`config.mk`:
```
export PLATFORM = sky130hd
export DESIGN_NAME = ov7670_source
export DESIGN_NICKNAME = d
export VERILOG_FILES = /design/src/rtl/ov7670_source.sv
export SDC_FILE = /design/constraint.sdc
export NUM_CORES = 1
export LEC_CHECK = 0
export ABC_AREA = 1
export BUFFER_PORTS_ARGS = -buffer_cell sky130_fd_sc_hd__buf_2
export CAP_MARGIN = 40
export CORE_MARGIN = 1.5
export CORE_UTILIZATION = 45
export CTS_CLUSTER_SIZE = 12
export DETAILED_ROUTE_END_ITERATION = 16
export GPL_TIMING_DRIVEN = 0
export PLACE_DENSITY = 0.7
export SETUP_SLACK_MARGIN = 0.15
export SKIP_CTS_REPAIR_TIMING = 1
export SYNTH_ARGS = -nofsm -noshare
export SYNTH_HDL_FRONTEND = slang
export SYNTH_SLANG_ARGS = --single-unit
export TNS_END_PERCENT = 30
```
`constraint.sdc`:
```
create_clock -name pclk_i -period 2 [get_ports pclk_i]
set_input_delay 0 -clock pclk_i [delete_from_list [all_inputs] [get_ports pclk_i]]
set_output_delay 0 -clock pclk_i [all_outputs]
set_load 0.05 [all_outputs]
```
`src/rtl/ov7670_source.sv`:
```
// OV7670-style camera source: emits VSYNC/HREF/D byte timing from pixel memory or colour bars.
// Counters run two PCLK ahead of the pins; stage 1 issues memory reads, stage 2 drives D.
module ov7670_source #(
    parameter int H_ACTIVE  = 640,
    parameter int H_BLANK   = 144,
    parameter int VS_LINES  = 3,
    parameter int VBP_LINES = 17,
    parameter int V_ACTIVE  = 480,
    parameter int VFP_LINES = 10,
    parameter int BPP       = 2
) (
    input  logic        pclk_i,
    input  logic        reset_i,
    input  logic        enable_i,
    input  logic        pattern_i,
    input  logic [15:0] pix_data_i,
    output logic [18:0] pix_addr_o,
    output logic        pix_rd_o,
    output logic        vsync_o,
    output logic        href_o,
    output logic [7:0]  d_o,
    output logic        frame_done_o
);
    localparam int H_TOTAL = (H_ACTIVE + H_BLANK) * BPP;
    localparam int V_TOTAL = VS_LINES + VBP_LINES + V_ACTIVE + VFP_LINES;
    localparam int HW      = $clog2(H_TOTAL);
    localparam int VW      = $clog2(V_TOTAL);
    localparam int BAR_W   = H_ACTIVE / 8;

    localparam logic [HW-1:0] H_LAST  = HW'(H_TOTAL - 1);
    localparam logic [HW-1:0] H_ACT_B = HW'(H_ACTIVE * BPP);
    localparam logic [VW-1:0] V_LAST  = VW'(V_TOTAL - 1);
    localparam logic [VW-1:0] VS_END  = VW'(VS_LINES);
    localparam logic [VW-1:0] VA_BEG  = VW'(VS_LINES + VBP_LINES);
    localparam logic [VW-1:0] VA_END  = VW'(VS_LINES + VBP_LINES + V_ACTIVE);

    typedef enum logic {IDLE, RUN} state_t;

    state_t          state_q, state_d;
    logic [HW-1:0]   hcnt_q, hcnt_d;
    logic [VW-1:0]   vcnt_q, vcnt_d;
    logic            pat_q, pat_d;

    logic            run, frame_end, vs0, href0, rd0;
    logic [HW-1:0]   pix_idx;
    logic [2:0]      bar;

    logic            s1_vs_q, s1_href_q, s1_odd_q, s1_last_q, s1_pat_q;
    logic [15:0]     s1_col_q;
    logic [18:0]     addr_cnt_q, pix_addr_q;
    logic            pix_rd_q;
    logic            vsync_q, href_q, s2_last_q, frame_done_q;
    logic [7:0]      d_q, lo_q;
    logic [15:0]     word;

    function automatic logic [15:0] bar_colour(input logic [2:0] b);
        case (b)
            3'd0:    return 16'hFFFF;
            3'd1:    return 16'hFFE0;
            3'd2:    return 16'h07FF;
            3'd3:    return 16'h07E0;
            3'd4:    return 16'hF81F;
            3'd5:    return 16'hF800;
            3'd6:    return 16'h001F;
            default: return 16'h0000;
        endcase
    endfunction

    assign run       = (state_q == RUN);
    assign frame_end = run && (hcnt_q == H_LAST) && (vcnt_q == V_LAST);

    always_comb begin
        state_d = state_q;
        hcnt_d  = hcnt_q;
        vcnt_d  = vcnt_q;
        pat_d   = pat_q;
        case (state_q)
            IDLE: begin
                hcnt_d = '0;
                vcnt_d = '0;
                if (enable_i) begin
                    state_d = RUN;
                    pat_d   = pattern_i;
                end
            end
            RUN: begin
                hcnt_d = (hcnt_q == H_LAST) ? '0 : hcnt_q + 1'b1;
                if (hcnt_q == H_LAST)
                    vcnt_d = (vcnt_q == V_LAST) ? '0 : vcnt_q + 1'b1;
                // Pattern is only re-sampled at a frame boundary; a cleared enable ends here.
                if (frame_end) begin
                    if (enable_i) pat_d = pattern_i;
                    else          state_d = IDLE;
                end
            end
            default: state_d = IDLE;
        endcase
    end

    always_ff @(posedge pclk_i) begin
        if (reset_i) begin
            state_q <= IDLE;
            hcnt_q  <= '0;
            vcnt_q  <= '0;
            pat_q   <= 1'b0;
        end else begin
            state_q <= state_d;
            hcnt_q  <= hcnt_d;
            vcnt_q  <= vcnt_d;
            pat_q   <= pat_d;
        end
    end

    assign vs0     = run && (vcnt_q < VS_END);
    assign href0   = run && (vcnt_q >= VA_BEG) && (vcnt_q < VA_END) && (hcnt_q < H_ACT_B);
    assign rd0     = href0 && !hcnt_q[0] && !pat_q;
    assign pix_idx = hcnt_q / HW'(BPP);
    assign bar     = 3'(pix_idx / HW'(BAR_W));

    // Stage 1: timing flags and the memory read for the upcoming even byte.
    always_ff @(posedge pclk_i) begin
        if (reset_i) begin
            s1_vs_q    <= 1'b0;
            s1_href_q  <= 1'b0;
            s1_odd_q   <= 1'b0;
            s1_last_q  <= 1'b0;
            s1_pat_q   <= 1'b0;
            s1_col_q   <= '0;
            addr_cnt_q <= '0;
            pix_addr_q <= '0;
            pix_rd_q   <= 1'b0;
        end else begin
            s1_vs_q   <= vs0;
            s1_href_q <= href0;
            s1_odd_q  <= hcnt_q[0];
            s1_last_q <= frame_end;
            s1_pat_q  <= pat_q;
            s1_col_q  <= bar_colour(bar);
            pix_rd_q  <= rd0;
            if (rd0) begin
                pix_addr_q <= addr_cnt_q;
                addr_cnt_q <= addr_cnt_q + 1'b1;
            end
            if (!run || frame_end) addr_cnt_q <= '0;
        end
    end

    assign word = s1_pat_q ? s1_col_q : pix_data_i;

    // Stage 2: pins. The low byte is held from the word captured on the even byte.
    always_ff @(posedge pclk_i) begin
        if (reset_i) begin
            vsync_q      <= 1'b0;
            href_q       <= 1'b0;
            s2_last_q    <= 1'b0;
            frame_done_q <= 1'b0;
            d_q          <= '0;
            lo_q         <= '0;
        end else begin
            vsync_q      <= s1_vs_q;
            href_q       <= s1_href_q;
            s2_last_q    <= s1_last_q;
            frame_done_q <= s2_last_q;
            if (!s1_href_q) begin
                d_q <= '0;
            end else if (!s1_odd_q) begin
                d_q  <= word[15:8];
                lo_q <= word[7:0];
            end else begin
                d_q <= lo_q;
            end
        end
    end

    assign pix_addr_o   = pix_addr_q;
    assign pix_rd_o     = pix_rd_q;
    assign vsync_o      = vsync_q;
    assign href_o       = href_q;
    assign d_o          = d_q;
    assign frame_done_o = frame_done_q;
endmodule

```
## Word-level counts from Yosys, hierarchy flattened

Index checks and enable logic that the tools add are counted.

- Register bits: 102

- Add/sub/neg operators: 3
- Div/mod/pow operators: 1
- Magnitude comparators: 4
- Equal/unequal tests: 10
- Multiplexer cells: 14
- Bitwise logic cells: 3
- Reductions and logical operators: 16

Operator list:

| cell | number |
|---|---|
| case mux 16 bit (7 select lines) | 1 |
| case mux 11 bit (2 select lines) | 1 |
| adder 19 x 1 -> 19 bit, second input constant | 1 |
| two-way mux 9 bit | 2 |
| case mux 9 bit (2 select lines) | 1 |
| two-way mux 16 bit | 1 |
| adder 11 x 1 -> 11 bit, second input constant | 1 |
| divider 10 x 7 -> 11 bit, second input constant | 1 |
| equality test 11 bit, second input constant | 1 |
| less-than comparator 11 bit, second input constant | 1 |
| two-way mux 11 bit | 1 |
| adder 9 x 1 -> 9 bit, second input constant | 1 |
| equality test 3 bit, second input constant | 3 |
| equality test 9 bit, second input constant | 1 |
| greater-or-equal comparator 9 x 5 -> 1 bit, second input constant | 1 |
| less-than comparator 9 x 2 -> 1 bit, second input constant | 1 |
| less-than comparator 9 bit, second input constant | 1 |
| logical AND 1 bit | 8 |
| two-way mux 8 bit | 1 |
| equality test 3 x 2 -> 1 bit, second input constant | 2 |
| two-way mux 1 bit | 4 |
| inequality test 2 x 1 -> 1 bit, second input constant | 2 |
| case mux 1 bit (2 select lines) | 2 |
| OR reduction 2 bit | 2 |
| 6 further kinds | 10 |

## Longest topological paths before layout

Gate-level depths: netlist of run 1.

- Word-level depth: 6
- Gate-level depth with buffers: 11
- Depth with buffers taken out: 11

## Worst setup path before layout of run 1

OpenSTA, ideal clock, no wires.

- Path type: register to register
- Start point: reg hcnt_q[0]
- End point: reg hcnt_q[10]
- Setup time: 118 ps
- Arrival: 1472 ps
- Data required time: 1882 ps
- Slack: 409 ps
- Stages on the path, launching flop included: 11
- Path buffers: 0
- Period minus slack after synthesis: 1591 ps
- Cells stage by stage: dfxtp_1 ha_1 nand2_1 nor2_1 inv_1 nor2_1 nand2_1 nor3_1 nand3_1 o21bai_1 a21oi_1

- Word-level cells in the longest chain between the ends: 3
- Elaborated cells between the ends (all ways): 4

Ends and longest elaborated chain:

| item | RTL line | source |
|---|---|---|
| start: declaration | 40 | `logic [HW-1:0] hcnt_q, hcnt_d;` |
| start signal: assignment | 108 | `hcnt_q <= hcnt_d;` |
| adder 11 x 1 -> 11 bit / equality test 11 bit (equally long branches) | 87 | `hcnt_d = (hcnt_q == H_LAST) ? '0 : hcnt_q + 1'b1;` |
| two-way mux 11 bit * | 87 |  |
| case mux 11 bit (2 select lines) * | 77 | `case (state_q)` |

Every way passes the cells marked *; elsewhere a longest branch is shown, timed or not.
A chain may end at the register's enable or synchronous reset.

## Final worst setup path of run 1

- Start point: reg hcnt_q[0]
- End point: reg vcnt_q[5]

- Word-level cells in the longest chain between the ends: 2

Ends and longest elaborated chain:

| item | RTL line | source |
|---|---|---|
| equality test 11 bit | 88 | `if (hcnt_q == H_LAST)` |
| inequality test 2 x 1 -> 1 bit (no source line) | -- |  |
| end signal: assignment | 109 | `vcnt_q <= vcnt_d;` |
| end: declaration | 41 | `logic [VW-1:0] vcnt_q, vcnt_d;` |

No other way between the ends.

==> results of run 1 <==
through the flow:
step           std cells  worst slack, ns  utilization (%)
2_1_floorplan        521            0.409                -
3_3_place_gp         679            0.142             50.3
3_5_place_dp         679            0.139             50.3
4_1_cts              695            0.123             52.4
5_1_grt              721           0.0602             55.9
6_report             721            0.202             55.9
critical path, delay by kind of cell (launching register included):
kind	cells	cell delay, ns
AO/OA/AOI/OAI	1	0.08
flip-flops	1	0.37
buffers and inverters	2	0.22
AND/OR/NAND/NOR	5	0.84
adder cells (fa/ha/maj)	1	0.18
how the worst min path moves through the flow:
stage / start / endpoint / slack, ns / cells after the start
floorplan: enable_i / run$_SDFF_PP0_ / 0.11 / 2
global placement: enable_i / run$_SDFF_PP0_ / 0.24 / 3
detailed placement: enable_i / run$_SDFF_PP0_ / 0.25 / 3
CTS: enable_i / run$_SDFF_PP0_ / -0.12 / 3
global route: reset_i / s1_vs_q$_SDFF_PP0_ / 0.09 / 4
finish: reset_i / s1_vs_q$_SDFF_PP0_ / 0.06 / 4
routing by layer:
| layer | GRT usage [%] | share of wire [%] | routed length [µm] | vias to the layer above |
|---|---|---|---|---|
| met2 | 28.9 | 45 | 4090 | 91 |
| met5 | 0 | 0 | 0 | - |
| li1 | - | - | - | 1879 |
| met3 | 3.83 | 5.1 | 463 | 11 |
| met1 | 27.1 | 48 | 4390 | 1657 |
| met4 | 7.02 | 1.5 | 139 | 0 |
cells by family (layout without fill, tap and decap cells):
| group | Yosys count | count (layout) |
|---|---|---|
| buf+inv | 81 | 173 |
| compound gates | 83 | 83 |
| fa+ha+maj | 5 | 5 |
| flops | 89 | 89 |
| xor+xnor | 25 | 25 |
| simple gates | 238 | 238 |
flip-flops by register name (all words and copies together) (netlist names), 3 cells and up:
signal	cells
pix_addr_o	19
d_o	8
vcnt_q	9
hcnt_q	11
lo_q	8
addr_cnt_q	19
s1_col_q	3
placed cells by master, fill, tap and decap left out, types with 2 or more instances in the layout:
cell / n
inv_1: 56
nand4_1: 11
nand2_1: 134
clkbuf_1: 7
o211ai_1: 2
nor3_1: 11
nor2_4: 3
a21oi_1: 39
dlygate4sd3_1: 18
inv_6: 4
xor2_1: 15
o32ai_1: 2
xnor2_1: 10
nor2_1: 38
clkbuf_8: 9
nor3b_1: 4
o22ai_1: 4
o21ai_1: 9
ha_1: 3
a221oi_1: 16
nand3_1: 27
nor4_1: 2
dfxtp_1: 87
ha_2: 2
inv_2: 9
o21ai_0: 6
buf_2: 53
buf_4: 11
nor3_2: 2
power breakdown:
part           internal [mW]  switching (mW)  total (mW)
registers               1.78         0.00865        1.79
clock network          0.479           0.706        1.18
logic                 0.0776          0.0954       0.173
total                   2.34           0.810        3.15
layout make-up:
cell class	count	area, µm²
Fill cell	809	3810
Multi-Input combinational cell	351	1870
Sequential cell	89	1790
Timing Repair Buffer	76	508
Inverter	65	244
Tap cell	108	135
Clock buffer	9	124
Buffer	16	97.6
Clock inverter	7	60.1
==> results.cfg, run 1 <==
[clocking]
cts_sinks = 89
cts_tree = yes
cts_buffers = 9
cts_root_buffer = clkbuf_8
htree_levels = 3
clk_pin_slew_worst_paths_ns = 0.09
clk_latency_ns = 0.36
clock_path_buffers = 2

[placement]
dp_hpwl_um = 6400
postPlaceCellArea_um2 = 4340
place_congestion = 0.906
port_buffers = 50

[yosys]
async_flop_share_pct = 0
muxShareOfSynthArea_pct = 0
synth-edff-count = 0
synth_top_family_by_area = simple AND/OR/NAND/NOR gates
synth_common_cells = nand2_1 (135), dfxtp_1 (89), inv_1 (57), a21oi_1 (39), nor2_1 (39)
synth_area_per_cell_um2 = 7.60
yosysMostFrequentCell = nand2_1
synth-simple-area-share_pct = 26.6
yosys-top-cells-area = dfxtp_1 (45%), nand2_1 (13%), inv_1 (5.4%)
synth_compound_area_share_pct = 12.8
synth_cell_types = 36
synthAdderAreaFrac_pct = 1.58
synth_xor_area_share_pct = 5.53
ys.flop_type = dfxtp_1
synthCells = 521
synth_top_area_share_pct = 45.0
yosys.area.top_type = dfxtp_1
syn_area_um2 = 3960
synth_nets = 546
ys_ff_latch = 89
synth_warnings = 0
synth_seq_area_share_pct = 45.0

[global_route]
gr-total-overflow = 0
grt_max_degree = 18
grtUsageTotal_pct = 19.1
grt_pass1_wl_um = 15000
grt_pass1_vias = 3239
antenna_found_initial = 0

[critical_path]
cp-end-kind = register
r2r-start = hcnt_q[0]$_SDFF_PP0_
crit_path_frequent_cell = nor2_4
critical_path.max_stage_delay_ns = 0.39
r2r-end = vcnt_q[5]$_SDFFE_PP0P_
worstPathRequired_ns = 2.24
slowest_stage = nor4_4
crit_path_start = hcnt_q[0]$_SDFF_PP0_
cp-start-kind = register
r2r_slack_ns = 0.20
worstPathMaxFanout = 6
cp.arrival_ns = 2.04
critical_path_class = reg -> reg
crit_chain = ha_2 -> nand2_2 -> nor2_4 -> inv_2 -> nor4_4 -> nor2_4 -> nand2_4 -> buf_4 -> o22ai_1
reg2reg_depth = 9
crit_path_end = vcnt_q[5]$_SDFFE_PP0P_

[layout]
drive_above_1_share_pct = 17.8
area_delta_synth_final_pct = 22.0
antenna_cells = 0
postLayoutCellArea_um2 = 4830
layout.nets = 633

[sta]
slew_headroom_pct = 60.7
finalCritPeriodShare_pct = 89.9
maxClockFrequency_ghz = 0.556
timing.hold.ws_ns = 0.0551
period_needed_ns = 1.80
rsz0062_at_grt = yes
max_slew.worst_pin.slew_ns = 0.590
finalClockSkew_ns = 0.0140
tns_ns = 0
drv_slew = 0
hold_violations = 0
setup_viol = 0

[routing]
viasPerCell = 5.05
routed_wire_length_per_instance_um = 12.6
first_pass_iters = 4
drc = 0
vias = 3638
routed_wl_um = 9080
drtIter0Drc = 261
ant_nets = 0

[die]
core_area_um2 = 8640
die_w_um = 96.8
die_h_um = 96.8
std_cell_rows = 34
start_util_pct = 45.8
ios = 51
dieArea_um2 = 9370

[flow_run]
cap_viol_max_count = 0

[pwr]
worst_ir_drop_vdd_mv = 0.345
p_leak_nw = 2.02
power_mw = 3.15
power_density_nw_per_um2 = 652

[outcome]
status = completed

[min_path]
hp-class = in -> reg
(Power assumes the default switching activity.)
==> run 2, diff against run 1 <==
--- a/config.mk
+++ b/config.mk
@@ -12,10 +12,9 @@
 export CORE_UTILIZATION = 45
 export CTS_CLUSTER_SIZE = 12
 export DETAILED_ROUTE_END_ITERATION = 16
-export GPL_TIMING_DRIVEN = 0
+export GPL_TIMING_DRIVEN = 1
 export PLACE_DENSITY = 0.7
 export SETUP_SLACK_MARGIN = 0.15
-export SKIP_CTS_REPAIR_TIMING = 1
 export SYNTH_ARGS = -nofsm -noshare
 export SYNTH_HDL_FRONTEND = slang
 export SYNTH_SLANG_ARGS = --single-unit
==> run 2 against run 1 <==
- cell area shrank 2.6%
- maximum frequency is 1.5% higher
- worst setup slack gained 0.026 ns
- highest routed layer unchanged
- final cell count is 2.4% lower
- count of clock-buffer cells in the layout unchanged
- critical endpoint is now hcnt_q[10]$_SDFF_PP0_
- sequential share of layout area is 0.95 points higher
- largest cell class unchanged
- flip-flop and latch count unchanged
- critical path type unchanged
- clock power shrank 5%
- critical path depth is 1 higher
==> results.cfg, run 2 (synthesis gave the netlist of run 1 again) <==
[global_route]
grt_max_degree = 44
antenna_found_initial = 0
gr-total-overflow = 0
grt_pass1_vias = 3216
grt_pass1_wl_um = 14700
grtUsageTotal_pct = 18.9

[clocking]
clock_path_buffers = 2
cts_sinks = 89
clk_pin_slew_worst_paths_ns = 0.09
cts_root_buffer = clkbuf_8
cts_tree = yes
cts_buffers = 9
htree_levels = 3
clk_latency_ns = 0.35

[flow_run]
cap_viol_max_count = 0

[die]
die_w_um = 96.8
start_util_pct = 45.8
die_h_um = 96.8
std_cell_rows = 34
ios = 51
core_area_um2 = 8640
dieArea_um2 = 9370

[sta]
hold_violations = 0
slew_headroom_pct = 64.8
setup_viol = 0
rsz0062_at_grt = yes
finalClockSkew_ns = 0.00663
drv_slew = 0
tns_ns = 0
maxClockFrequency_ghz = 0.564
max_slew.worst_pin.slew_ns = 0.527
finalCritPeriodShare_pct = 88.6
period_needed_ns = 1.77

[layout]
mostFrequentLayoutCell = nand2_1
area_delta_synth_final_pct = 18.7
post-route-util_pct = 54.4
antenna_cells = 0
layout.nets = 616
n_fill_cell = 818
final_cell_mix = nand2_1 (135), dfxtp_1 (87), inv_1 (57)
drive_above_1_share_pct = 15.9
postLayoutCellArea_um2 = 4700

[placement]
place_congestion = 0.883
postPlaceCellArea_um2 = 4300
dp_hpwl_um = 6060
port_buffers = 50

[min_path]
hp-class = in -> reg

[routing]
ant_nets = 0
first_pass_iters = 5
viasPerCell = 5.03
drtIter0Drc = 237
drc = 0
vias = 3543
routed_wl_um = 8830
routed_wire_length_per_instance_um = 12.5

[pwr]
p_leak_nw = 1.94
worst_ir_drop_vdd_mv = 0.359
power_density_nw_per_um2 = 650

[critical_path]
worstPathMaxFanout = 4
cp.arrival_ns = 2.02
cp-end-kind = register
worstPathRequired_ns = 2.25
cp-start-kind = register
critical_path_class = reg -> reg

[outcome]
status = completed
-- run 2: changes by cell type in the layout (fill, tap and decap cells not counted), sizes merged --
cell | previous run | this run
clkinvlp | 0 | 2
clkinv | 2 | 4
clkbuf | 17 | 9
buf | 66 | 57
inv | 70 | 66
-- run 2: metal layers --
metal | track usage [%] | wire, µm
met3 | 3.61 | 376
met4 | 8.14 | 165
met1 | 25.2 | 4220
met2 | 30.0 | 4060
met5 | 0 | 0
-- run 2: cell type report --
class	instances	area, µm²	area share [%]
Clock buffer	9	124	2.64
Clock inverter	7	55.1	1.17
Inverter	65	244	5.19
Multi-Input combinational cell	351	1860	39.6
Sequential cell	89	1780	38.0
Tap cell	108	135	2.87
Timing Repair Buffer	75	499	10.6
-- run 2: path summary, 6_finish.rpt --
check	from	end	slack, ns	depth (start not counted)
worst max register to register	hcnt_q[0]$_SDFF_PP0_	hcnt_q[10]$_SDFF_PP0_	0.23	10
worst max-delay path	hcnt_q[0]$_SDFF_PP0_	hcnt_q[10]$_SDFF_PP0_	0.23	10
worst min-delay path	reset_i	s1_col_q[14]$_SDFF_PP0_	0.19	3
worst min register to register	s1_last_q$_SDFF_PP0_	s2_last_q$_SDFF_PP0_	0.42	2
-- run 2: what timing repair did --
item	4_1_cts	5_1_grt
hold buffers	18	0
gates resized for setup	0	6
setup buffers	0	2
endpoints found under the hold margin	18	0
setup endpoints to repair	0	45
-- run 2: power by group --
part	total (mW)	switching (mW)	internal, mW
sequential	1.80	0.0114	1.78
clock	1.12	0.656	0.460
combinational	0.143	0.0849	0.0584
-- run 2: critical path, cell delays in order (launching register included) --
cell and delay [ns]:
dfxtp_2 0.36, ha_1 0.17, nand2_1 0.07, nor2_1 0.13
inv_1 0.11, nor2_1 0.16, nand2_1 0.12, nor3_2 0.18
nand3_1 0.15, o21bai_1 0.16, a21oi_1 0.05
-- run 2: per-stage QoR --
step	cells	worst slack [ns]	total power [mW]	hold WS, ns
global route	704	0.0312	3.18	0.192
global placement	668	0.287	1.95	0.244
finish	704	0.228	3.05	0.186
CTS	702	0.161	3.08	0.145
detailed placement	668	0.171	1.95	0.252
floorplan	521	0.409	1.91	0.110
==> run 3, diff against run 2 <==
--- a/config.mk
+++ b/config.mk
@@ -9,11 +9,11 @@
 export BUFFER_PORTS_ARGS = -buffer_cell sky130_fd_sc_hd__buf_2
 export CAP_MARGIN = 40
 export CORE_MARGIN = 1.5
-export CORE_UTILIZATION = 45
+export CORE_UTILIZATION = 50
 export CTS_CLUSTER_SIZE = 12
 export DETAILED_ROUTE_END_ITERATION = 16
 export GPL_TIMING_DRIVEN = 1
-export PLACE_DENSITY = 0.7
+export PLACE_DENSITY = 0.76
 export SETUP_SLACK_MARGIN = 0.15
 export SYNTH_ARGS = -nofsm -noshare
 export SYNTH_HDL_FRONTEND = slang
==> run 3 against run 2 <==
- via count increased by 0.99%
- routed wire length decreased by 0.92%
- first-iteration DRC count decreased by 26%
- combinational power about the same
- flip-flop and latch count unchanged
- critical path depth decreased by 2
- sequential share of layout area decreased by 0.52 points
- critical endpoint is now run$_SDFF_PP0_
- largest power group unchanged
- highest routed layer unchanged
==> results.cfg, run 3 (synthesis gave the netlist of run 1 again) <==
[critical_path]
critical_path.max_stage_delay_ns = 0.36
worstPathRequired_ns = 2.23
critPathBufInv = 2
cp-start-kind = register
cp.arrival_ns = 1.94
cp-end-kind = register
worstPathMaxFanout = 12
critical_path_class = reg -> reg
slowest_stage = dfxtp_1
crit_chain = inv_1 -> nand2_1 -> nor3_1 -> nand4_1 -> o21ai_2 -> nor2_4 -> inv_2 -> nand2_1
path_delay_family = simple AND/OR/NAND/NOR gates
crit_path_frequent_cell = nand2_1

[routing]
vias = 3578
routed_wire_length_per_instance_um = 12.6
routed_wl_um = 8750
ant_nets = 0
drtIter0Drc = 176
first_pass_iters = 5
viasPerCell = 5.15
drc = 0

[pwr]
power_density_nw_per_um2 = 741
p_leak_nw = 1.98
worst_ir_drop_vdd_mv = 0.370

[layout]
seqCellArea_um2 = 1790
multi_input_comb_area_um2 = 1870
final_cell_mix = nand2_1 (135), dfxtp_1 (86), inv_1 (57)
antenna_cells = 0
final_cells = 695
drive_above_1_share_pct = 15.7
area_delta_synth_final_pct = 20.5
layout.nets = 613
n_fill_cell = 658
mostFrequentLayoutCell = nand2_1

[global_route]
grtUsageMet2_pct = 36.4
grtUsageTotal_pct = 21.5
met1_usage_pct = 27.7
antenna_found_initial = 0
gr-total-overflow = 0
busiest_layer = met2
grt_pass1_wl_um = 14800
grt_pass1_vias = 3500
grt_max_degree = 44
met3_usage_pct = 2.82

[die]
core_area_um2 = 7690
std_cell_rows = 32
ios = 51
die_w_um = 92.0
die_h_um = 92.0
dieArea_um2 = 8460
start_util_pct = 51.5

[clocking]
cts_sinks = 89
clk_pin_slew_worst_paths_ns = 0.09
cts_buffers = 9
cts_root_buffer = clkbuf_8
clk_latency_ns = 0.34
clock_path_buffers = 2
htree_levels = 3
cts_tree = yes

[sta]
drv_slew = 0
setup_ws_ns = 0.295
finalClockSkew_ns = 0.00790
finalCritPeriodShare_pct = 85.3
hold_violations = 0
timing.hold.ws_ns = 0.201
slew_headroom_pct = 66.3
tns_ns = 0
max_slew.worst_pin.slew_ns = 0.505
rsz0062_at_grt = yes
maxClockFrequency_ghz = 0.586
setup_viol = 0
period_needed_ns = 1.71

[min_path]
hp-class = in -> reg

[placement]
place_congestion = 0.910
dp_worst_setup_slack_ns = 0.174
port_buffers = 50
dp.cells = 660
dp_hpwl_um = 5840

[outcome]
status = completed

[flow_run]
cap_viol_max_count = 0
## run 3: routing by layer
layer | wire length, µm | vias to the layer above | part of all wire [%]
met5 | 0 | - | 0
met4 | 55 | 0 | 0.63
met3 | 391 | 6 | 4.5
met2 | 4090 | 99 | 47
met1 | 4210 | 1634 | 48
li1 | - | 1839 | -
## run 3: path summary, 6_finish.rpt
kind | cells past startpoint | endpoint | slack (ns) | startpoint
max reg2reg | 8 | run$_SDFF_PP0_ | 0.29 | hcnt_q[6]$_SDFF_PP0_
min | 3 | vsync_o$_SDFF_PP0_ | 0.20 | reset_i
min reg2reg | 2 | vsync_o$_SDFF_PP0_ | 0.40 | s1_vs_q$_SDFF_PP0_
max | 8 | run$_SDFF_PP0_ | 0.29 | hcnt_q[6]$_SDFF_PP0_
## run 3: timing repair
item	4_1_cts	5_1_grt
hold buffers	18	0
gates resized for setup	1	8
buffers inserted	0	1
endpoints found under the setup margin	1	55
endpoints found under the hold margin	18	0
## run 3: power by group
part / internal, mW / switching (mW)
Clock: 0.966 / 0.629
Combinational: 0.0584 / 0.0851
Sequential: 1.78 / 0.0112
## run 3: cell type report
cell class | instances | area share (%)
multi-input combinational | 351 | 39.3
sequential | 89 | 37.4
timing repair buffer | 72 | 9.92
inverter | 65 | 5.12
clock inverter | 6 | 2.91
clock buffer | 10 | 2.68
tap | 102 | 2.68
## run 3: worst min-delay path, cell delays in order
cell and delay, ns:
buf_2 0.12, buf_4 0.26, nor2_1 0.13
## run 3: through the flow
| step | instance area (µm²) | total power [mW] | utilization (%) |
|---|---|---|---|
| after floorplan | 3960 | 1.91 | - |
| after global routing | 4770 | 3.65 | 62.0 |
| after detailed placement | 4280 | 1.95 | 55.7 |
| after global placement | 4280 | 1.95 | 55.7 |
| final | 4770 | 3.53 | 62.0 |
| after CTS | 4730 | 3.56 | 61.6 |
